<file path="src/rtl/pc_branch_ctrl_pkg.sv">
// Shared pipeline definitions: default widths, reset PC, fetch FSM encoding
// and the IF/ID bundle layout (also used by the decode stage).
package pipe_pkg;

   localparam int                    DEF_WIDTH    = 16;
   localparam logic [DEF_WIDTH-1:0]  DEF_RESET_PC = 16'h0000;

   typedef enum logic {
      ST_RUN    = 1'b0,
      ST_SQUASH = 1'b1
   } state_e;

   typedef struct packed {
      logic [DEF_WIDTH-1:0] instr;
      logic [DEF_WIDTH-1:0] pc2;
      logic                 valid;
   } if_id_t;

endpackage

</file>
<file path="src/rtl/pc_branch_ctrl_if.sv">
// Fetch/branch bundle between the ID-stage logic and pc_branch_ctrl.
// slave = the branch controller, master = the surrounding pipeline.
interface pc_branch_ctrl_if import pipe_pkg::*; #(
   parameter int WIDTH = DEF_WIDTH
);
   logic             stall_i;
   logic [WIDTH-1:0] instr_i;
   logic             is_bne_i;
   logic             is_beq_i;
   logic             bneq_flag_i;
   logic [WIDTH-1:0] imm_i;
   logic [WIDTH-1:0] pc_o;
   logic [WIDTH-1:0] if_id_instr_o;
   logic [WIDTH-1:0] if_id_pc2_o;
   logic             if_id_valid_o;
   logic             flush_o;
   logic             branch_taken_o;
   logic [WIDTH-1:0] taken_count_o;

   modport slave (
      input  stall_i, instr_i, is_bne_i, is_beq_i, bneq_flag_i, imm_i,
      output pc_o, if_id_instr_o, if_id_pc2_o, if_id_valid_o, flush_o,
             branch_taken_o, taken_count_o
   );

   modport master (
      output stall_i, instr_i, is_bne_i, is_beq_i, bneq_flag_i, imm_i,
      input  pc_o, if_id_instr_o, if_id_pc2_o, if_id_valid_o, flush_o,
             branch_taken_o, taken_count_o
   );
endinterface

</file>
<file path="src/rtl/pc_branch_ctrl_branch_target_adder.sv">
// base + (ofs << 1): offsets are counted in 2-byte instructions.
// Carry-in is zero and the carry-out is dropped, so the sum wraps silently.
module branch_target_adder #(
   parameter int WIDTH = 16
) (
   input  logic [WIDTH-1:0] base_i,
   input  logic [WIDTH-1:0] ofs_i,
   output logic [WIDTH-1:0] sum_o
);
   logic [WIDTH-1:0] ofs_shl_s;

   assign ofs_shl_s = ofs_i << 1'b1;
   assign sum_o     = base_i + ofs_shl_s;
endmodule

</file>
<file path="src/rtl/pc_branch_ctrl.sv">
// Fetch PC, IF/ID register and BEQ/BNE redirect with a one-bubble squash.
// Also keeps a saturating count of taken branches.
module pc_branch_ctrl import pipe_pkg::*; #(
   parameter int               WIDTH    = DEF_WIDTH,
   parameter logic [WIDTH-1:0] RESET_PC = DEF_RESET_PC
) (
   input  logic             clk,
   input  logic             rst_n,
   pc_branch_ctrl_if.slave  bus
);
   localparam logic [WIDTH-1:0] ONE_INSTR = {{(WIDTH-1){1'b0}}, 1'b1};

   state_e           state_q, state_d;
   logic [WIDTH-1:0] pc_q, pc_d;
   if_id_t           if_id_q, if_id_d;
   logic [WIDTH-1:0] taken_count_q, taken_count_d;
   logic [WIDTH-1:0] pc_plus2_s;
   logic [WIDTH-1:0] target_s;
   logic             taken_s;

   // Sequential PC: pc + (1 << 1)
   branch_target_adder #(.WIDTH(WIDTH)) u_pc_inc (
      .base_i (pc_q),
      .ofs_i  (ONE_INSTR),
      .sum_o  (pc_plus2_s)
   );

   // Branch target: pc2 of the ID instruction + (imm << 1)
   branch_target_adder #(.WIDTH(WIDTH)) u_target (
      .base_i (if_id_q.pc2),
      .ofs_i  (bus.imm_i),
      .sum_o  (target_s)
   );

   // A bubble in ID can never redirect; a stall defers resolution
   assign taken_s = if_id_q.valid & ~bus.stall_i &
                    ((bus.is_bne_i & bus.bneq_flag_i) |
                     (bus.is_beq_i & ~bus.bneq_flag_i));

   // Fetch FSM: next state, next PC and next IF/ID contents
   always_comb begin
      state_d = state_q;
      pc_d    = pc_q;
      if_id_d = if_id_q;
      case (state_q)
         ST_RUN: begin
            if (taken_s) begin
               pc_d    = target_s;
               if_id_d = '0;
               state_d = ST_SQUASH;
            end else if (bus.stall_i) begin
               pc_d    = pc_q;
            end else begin
               pc_d    = pc_plus2_s;
               if_id_d = '{instr: bus.instr_i, pc2: pc_plus2_s, valid: 1'b1};
            end
         end
         ST_SQUASH: begin
            if (bus.stall_i) begin
               state_d = ST_SQUASH;
            end else begin
               pc_d    = pc_plus2_s;
               if_id_d = '{instr: bus.instr_i, pc2: pc_plus2_s, valid: 1'b1};
               state_d = ST_RUN;
            end
         end
         default: begin
            state_d = ST_RUN;
         end
      endcase
   end

   // Taken-branch counter, saturating at all ones
   always_comb begin
      taken_count_d = taken_count_q;
      if (taken_s && (taken_count_q != {WIDTH{1'b1}})) begin
         taken_count_d = taken_count_q + ONE_INSTR;
      end else begin
         taken_count_d = taken_count_q;
      end
   end

   // State registers with asynchronous reset
   always_ff @(posedge clk or negedge rst_n) begin
      if (!rst_n) begin
         state_q       <= ST_RUN;
         pc_q          <= RESET_PC;
         if_id_q       <= '0;
         taken_count_q <= {WIDTH{1'b0}};
      end else begin
         state_q       <= state_d;
         pc_q          <= pc_d;
         if_id_q       <= if_id_d;
         taken_count_q <= taken_count_d;
      end
   end

   assign bus.pc_o           = pc_q;
   assign bus.if_id_instr_o  = if_id_q.instr;
   assign bus.if_id_pc2_o    = if_id_q.pc2;
   assign bus.if_id_valid_o  = if_id_q.valid;
   assign bus.flush_o        = (state_q == ST_SQUASH);
   assign bus.branch_taken_o = taken_s;
   assign bus.taken_count_o  = taken_count_q;
endmodule
</file>
<file path="src/flat_wrapper.sv">
// flat-port wrapper written by rule: the top's interface ports become plain ports
module pc_branch_ctrl_flat import pipe_pkg::*;
#(
   parameter int               WIDTH    = DEF_WIDTH,
   parameter logic [WIDTH-1:0] RESET_PC = DEF_RESET_PC
)
  (clk, rst_n, bus_stall_i, bus_instr_i, bus_is_bne_i, bus_is_beq_i, bus_bneq_flag_i, bus_imm_i, bus_pc_o, bus_if_id_instr_o, bus_if_id_pc2_o, bus_if_id_valid_o, bus_flush_o, bus_branch_taken_o, bus_taken_count_o);
  pc_branch_ctrl_if #(.WIDTH(WIDTH)) bus_i ();
  input  logic clk;
  input  logic rst_n;
  input wire logic [$bits(bus_i.stall_i)-1:0] bus_stall_i;
  input wire logic [$bits(bus_i.instr_i)-1:0] bus_instr_i;
  input wire logic [$bits(bus_i.is_bne_i)-1:0] bus_is_bne_i;
  input wire logic [$bits(bus_i.is_beq_i)-1:0] bus_is_beq_i;
  input wire logic [$bits(bus_i.bneq_flag_i)-1:0] bus_bneq_flag_i;
  input wire logic [$bits(bus_i.imm_i)-1:0] bus_imm_i;
  output wire logic [$bits(bus_i.pc_o)-1:0] bus_pc_o;
  output wire logic [$bits(bus_i.if_id_instr_o)-1:0] bus_if_id_instr_o;
  output wire logic [$bits(bus_i.if_id_pc2_o)-1:0] bus_if_id_pc2_o;
  output wire logic [$bits(bus_i.if_id_valid_o)-1:0] bus_if_id_valid_o;
  output wire logic [$bits(bus_i.flush_o)-1:0] bus_flush_o;
  output wire logic [$bits(bus_i.branch_taken_o)-1:0] bus_branch_taken_o;
  output wire logic [$bits(bus_i.taken_count_o)-1:0] bus_taken_count_o;
  assign bus_i.stall_i = bus_stall_i;
  assign bus_i.instr_i = bus_instr_i;
  assign bus_i.is_bne_i = bus_is_bne_i;
  assign bus_i.is_beq_i = bus_is_beq_i;
  assign bus_i.bneq_flag_i = bus_bneq_flag_i;
  assign bus_i.imm_i = bus_imm_i;
  assign bus_pc_o = bus_i.pc_o;
  assign bus_if_id_instr_o = bus_i.if_id_instr_o;
  assign bus_if_id_pc2_o = bus_i.if_id_pc2_o;
  assign bus_if_id_valid_o = bus_i.if_id_valid_o;
  assign bus_flush_o = bus_i.flush_o;
  assign bus_branch_taken_o = bus_i.branch_taken_o;
  assign bus_taken_count_o = bus_i.taken_count_o;
  pc_branch_ctrl #(.WIDTH(WIDTH), .RESET_PC(RESET_PC)) u_core (.clk(clk), .rst_n(rst_n), .bus(bus_i));
endmodule
</file>
<file path="config.mk">
export PLATFORM = sky130hd
export DESIGN_NAME = pc_branch_ctrl_flat
export DESIGN_NICKNAME = d
export VERILOG_FILES = /design/src/rtl/pc_branch_ctrl_pkg.sv /design/src/rtl/pc_branch_ctrl_if.sv /design/src/rtl/pc_branch_ctrl_branch_target_adder.sv /design/src/rtl/pc_branch_ctrl.sv /design/src/flat_wrapper.sv
export SDC_FILE = /design/constraint.sdc
export NUM_CORES = 1
export LEC_CHECK = 0
export BUFFER_PORTS_ARGS = -buffer_cell sky130_fd_sc_hd__buf_2
export CAP_MARGIN = 20
export CORE_MARGIN = 2
export CORE_UTILIZATION = 53
export DETAILED_ROUTE_END_ITERATION = 10
export MAX_ROUTING_LAYER = met4
export PLACE_DENSITY_LB_ADDON = 0.3
export RECOVER_POWER = 100
export SETUP_SLACK_MARGIN = 0.02
export SYNTH_ARGS = -nofsm -noshare
export SYNTH_HDL_FRONTEND = slang
export SYNTH_SLANG_ARGS = --single-unit
</file>
<file path="constraint.sdc">
create_clock -name clk -period 2.71 [get_ports clk]
set_clock_uncertainty 0.15 [all_clocks]
set_input_delay 0.1355 -clock clk [delete_from_list [all_inputs] [get_ports clk]]
set_output_delay 0.1355 -clock clk [all_outputs]
set_load 0.05 [all_outputs]
</file>
---- Word level (Yosys, flattened, before mapping) ----
Cells that the tools add are included.
storage, ports and cells
  output and inout port bits .............. 67
  logic and storage cells ................. 28
  register bits after elaboration ......... 66
cells by class
  add/subtract/negate cells ............... 3
  bitwise gates (word level) .............. 8
  reductions and logical operators ........ 1
  equal/unequal tests ..................... 1
  muxes and demuxes ....................... 9
operators by type and width
  operator                 count
  $mux W33                 2
  $pmux W33 S2             1
  $mux W16                 2
  $pmux W16 S2             1
  $add A16 B1 Y16 const B  1
  $add A16 B16 Y16         1
  $add A16 B2 Y16 const B  1
  $ne A16 B16 Y1 const B   1
  $and A1 B1 Y1            4
  $not A1 Y1               3
  $mux W1                  2
  $pmux W1 S2              1
  $logic_and A1 B1 Y1      1
  $or A1 B1 Y1             1

---- Logic depth before layout (Yosys ltp) ----
  word-level depth ........................ 6
  mapped depth ............................ 8
  mapped depth without buffers ............ 8

---- Hierarchy ----
From an unflattened synthesis, not the netlist that was laid out.
unflattened totals
  cell total of the unflattened synthesis .. 435
  area total of the unflattened synthesis .. 4259.1 um^2
modules (own cells, without submodules)
  module               cells each  area each (um^2)  instances
  pc_branch_ctrl       261         2917.8            1
  branch_target_adder  87          670.6             2

---- Worst setup path after synthesis ----
Ideal clock, no wire load.
  path kind ............................... register to register
  start point ............................. register u_core.if_id_q, in the netlist u_core.bus.if_id_pc2_o[1]
  end point ............................... register u_core.pc_q[15], in the netlist u_core.bus.pc_o[15]
  data required time ...................... 2.428 ns
  data arrival time ....................... 2.273 ns
  slack ................................... 0.155 ns
  cell stages (with the launch flop) ...... 9
  period minus slack after synthesis ...... 2.555 ns
  cell sequence ........................... dfrtp_1 ha_1 inv_1 fa_1 nor2b_1 o2111ai_2 a2111oi_1 or4_1 a31oi_1
between the ends
  longest elaborated chain between the ends .. 3
ends and longest elaborated chain
  element                    RTL line                                  RTL
  start: declaration         pc_branch_ctrl.sv:15                      if_id_t if_id_q, if_id_d;
  start signal: assignment   pc_branch_ctrl.sv:93                      if_id_q <= if_id_d;
  $add A16 B16 Y16           pc_branch_ctrl_branch_target_adder.sv:13  assign sum_o = base_i + ofs_shl_s;
  $mux W16                   pc_branch_ctrl.sv:47                      if (taken_s) begin
  $pmux W16 S2               pc_branch_ctrl.sv:45                      case (state_q)
  named net u_core.pc_d[15]  pc_branch_ctrl.sv:14                      logic [WIDTH-1:0] pc_q, pc_d;
  end signal: assignment     pc_branch_ctrl.sv:92                      pc_q <= pc_d;
  end: declaration           pc_branch_ctrl.sv:14
The timed path passes the listed nets, and every way through them passes these cells.
A chain may end at the register's enable or synchronous reset.

---- Final worst setup path ----
Same ends and word-level chain as after synthesis.

==> flow_summary.json <==
{
  "cts_max_path_buffers": 2,
  "max_stage_delay_ns": 0.49,
  "use_met2": 0.4225,
  "post-place-ws_ns": 0.2671,
  "synth_compound_gate_area_share": 0.1196,
  "dpl_cell_area_um2": 4498,
  "first_pass_iters": 4,
  "slew_violations": 67,
  "cap_violations": 1,
  "synth_cell_types": 56,
  "yosysSeqAreaShare": 0.4244,
  "crit_slowest_cell": "a2111oi_2",
  "grt.met1_usage": 0.3437,
  "syn_inst": 408,
  "period_minus_slack_ns": 2.433,
  "post-route-cell-area_um2": 4743,
  "endpoint_kind": "flip-flop",
  "finalPower_mw": 5.194,
  "cts_sinks": 66,
  "netlist_top_cells_area": "dfrtp_1 (42%), xnor2_1 (6.3%), mux2i_1 (6.2%), ha_1 (5.1%), nor2_1 (4.8%)",
  "synth.avg_cell_area_um2": 9.537,
  "synth_flop_cell": "dfrtp_1",
  "std_cell_rows": 31,
  "seqPwrFrac": 0.315,
  "diodes": 0,
  "critPathLaunchType": "flip-flop",
  "hold_class": "input port to flip-flop",
  "grt_pass1_wl_um": 15810,
  "grt_max_degree": 67,
  "num_io_pins": 105,
  "maxSlewHeadroom": -0.07974,
  "synth_top_family_by_area": "simple AND/OR/NAND/NOR gates",
  "drive_gt1_frac": 0.1205,
  "synthTopCellsByCount": "dfrtp_1 (66), nor2_1 (50), nand2_1 (35)",
  "start_util": 0.5423,
  "core-area_um2": 7176,
  "vias": 3415,
  "p_per_area_nw_per_um2": 1095,
  "dpl.hpwl_um": 6586,
  "detail-route-antenna-nets": 0,
  "leakagePower_nw": 2.168,
  "antenna_found_initial": 0,
  "finalHoldViolCount": 0,
  "clkTransAtPathRegs_ns": 0.07,
  "ir_drop_mv": 0.6647,
  "dieArea_um2": 8043,
  "setup_viol": 0,
  "syn_nets": 463,
  "synthSimpleGateAreaFrac": 0.2016,
  "synth_edf_count": 0,
  "place.gp.congestion": 0.8839,
  "worstPathArrival_ns": 2.46,
  "wl_um": 9692,
  "fmax_mhz": 411.1,
  "dieWidth_um": 89.69,
  "finalWorstSetupSlack_ns": 0.2774,
  "cts_buffers": 9,
  "synth.most_common_cell": "dfrtp_1",
  "die_h_um": 89.69,
  "finalNetCount": 582,
  "power.share.combinational": 0.526,
  "post-route-period-util": 0.8977,
  "cp_max_fo": 3,
  "p_int_mw": 2.469,
  "gr-total-overflow": 0,
  "synth_seq_cells": 66,
  "p_clk_frac": 0.160,
  "synth.area.mux_share": 0.06752,
  "critPathKind": "flip-flop to flip-flop",
  "clock_latency_ns": 0.35,
  "synthArstFlopShare": 1.000,
  "p_sw_frac": 0.5247,
  "gr-max-usage-layer": "met2",
  "grt_pass1_vias": 3350,
  "synth.top_cell.area_share": 0.4244,
  "fillCellCount": 651,
  "yosys.area_share.adder": 0.05659,
  "wl_per_cell_um": 15.38,
  "required_ns": 2.74,
  "ys_warn_count": 0,
  "tritoncts": "done",
  "finish.utilization": 0.6610,
  "worst_pin_slew_ns": 1.620,
  "status": "finished, violations left",
  "cts_setup_buffers": 0,
  "area_growth_pct": 21.90,
  "power_switching_mw": 2.725,
  "track_usage": 0.2649,
  "grt_use_met3": 0.05119,
  "htreeDepth": 3,
  "synth_area_leader_cell": "dfrtp_1",
  "cp_cell_sequence": "ha_1, inv_1, fa_1, nor2b_1, o2111ai_2, a2111oi_2, or4_1, a31oi_1",
  "failed_checks": "max-capacitance violations, max-slew violations",
  "drt_iter0_drc": 194,
  "setup_tns_ns": 0,
  "port_buffers": 103,
  "synth-xor-area-share": 0.09904,
  "rsz0062_at_grt": "no",
  "via_per_inst": 5.421,
  "cts-root-buf": "clkbuf_8",
  "drc": 0,
  "synth_area_um2": 3891
}
[final cells by class]
cell class                      instances  area [um^2]  area share
Sequential cell                        66         1652      0.3482
Multi-Input combinational cell        315         2111      0.4450
Inverter                               11        41.29    0.008705
Clock inverter                          5        55.05     0.01161
Timing Repair Buffer                  124        623.1      0.1314
Clock buffer                           10        137.6     0.02902
Tap cell                               99        123.9     0.02611
[kinds of logic (layout without fill, tap and decap cells)]
family	Yosys count	in the layout
AND/OR/NAND/NOR	157	157
AO/OA/AOI/OAI	71	71
flip-flops	66	66
XOR/XNOR	44	44
buffers and inverters	27	150
multiplexers	26	26
adder cells (fa/ha/maj)	17	17
[through the flow]
step,cells,hold slack (ns)
global route,630,0.03165
floorplan,408,-0.3101
detailed placement,598,0.2244
finish,630,0.004404
global placement,598,0.2195
CTS,630,0.0008244
[worst max-delay path, delay by kind of cell, from the launching register on]
kind,cells,cell delay [ns]
buffers and inverters,1,0.06
and+or+nand+nor,2,0.38
AOI/OAI and AO/OA,3,0.74
adders and majority gates,2,0.57
DFF,1,0.37
[state kept, by name (all words and copies together) (netlist names)]
register,flops
u_core.bus.flush_o,1
u_core.bus.if_id_instr_o,16
u_core.bus.if_id_pc2_o,16
u_core.bus.if_id_valid_o,1
u_core.bus.pc_o,16
u_core.bus.taken_count_o,16
[layout by cell type, fill, tap and decap left out, types with 4 or more instances in the layout]
cell / Yosys / routed
and4_1: 4 / 4
clkbuf_1: 4 / 68
inv_1: 11 / 11
ha_1: 16 / 16
nor2_1: 50 / 50
o21ai_0: 12 / 12
nand4_1: 4 / 4
nor2b_1: 4 / 4
dfrtp_1: 66 / 66
dlygate4sd3_1: 0 / 17
mux2i_1: 24 / 24
nand2_1: 35 / 35
nand3_1: 15 / 16
buf_2: 8 / 36
xnor2_1: 28 / 28
and2_1: 4 / 4
a211oi_1: 7 / 7
nor4_1: 5 / 5
xor2_1: 16 / 16
a21oi_1: 25 / 25
clkbuf_8: 0 / 10
and3_1: 6 / 6
nor3_1: 14 / 14
[layer usage]
| metal | vias up | routed length (um) |
|---|---|---|
| met1 | 1633 | 4293 |
| met2 | 96 | 4698 |
| li1 | 1676 | - |
| met5 | - | 0 |
| met3 | 10 | 586 |
| met4 | 0 | 112 |
[final timing paths]
kind | from | end | slack, ns | depth (start not counted)
worst min-delay path | bus_imm_i[14] | u_core.bus.pc_o[15] | 0.004 | 4
max in group asynchronous | rst_n | u_core.bus.taken_count_o[2] | 0.77 | 3
min in group asynchronous | rst_n | u_core.bus.pc_o[4] | 0.66 | 3
worst min register to register | u_core.bus.taken_count_o[10] | u_core.bus.taken_count_o[10] | 0.35 | 1
worst max-delay path | u_core.bus.if_id_pc2_o[1] | u_core.bus.pc_o[15] | 0.28 | 8
worst max register to register | u_core.bus.if_id_pc2_o[1] | u_core.bus.pc_o[15] | 0.28 | 8
[what timing repair did]
item,in CTS,in global routing
hold buffers,17,0
resized for setup,0,1
setup endpoints to repair,0,1
endpoints found under the hold margin,82,0
[power by group through the flow]
stage               registers (mW)  clock network (mW)  logic [mW]
floorplan                     2.55                   0        1.20
global placement              1.62                   0        2.73
detailed placement            1.63                   0        2.77
CTS                           1.61               0.844        2.80
global route                  1.68               0.896        2.95
finish                        1.63               0.830        2.73
Note: power is estimated with default switching activity, not from simulation.
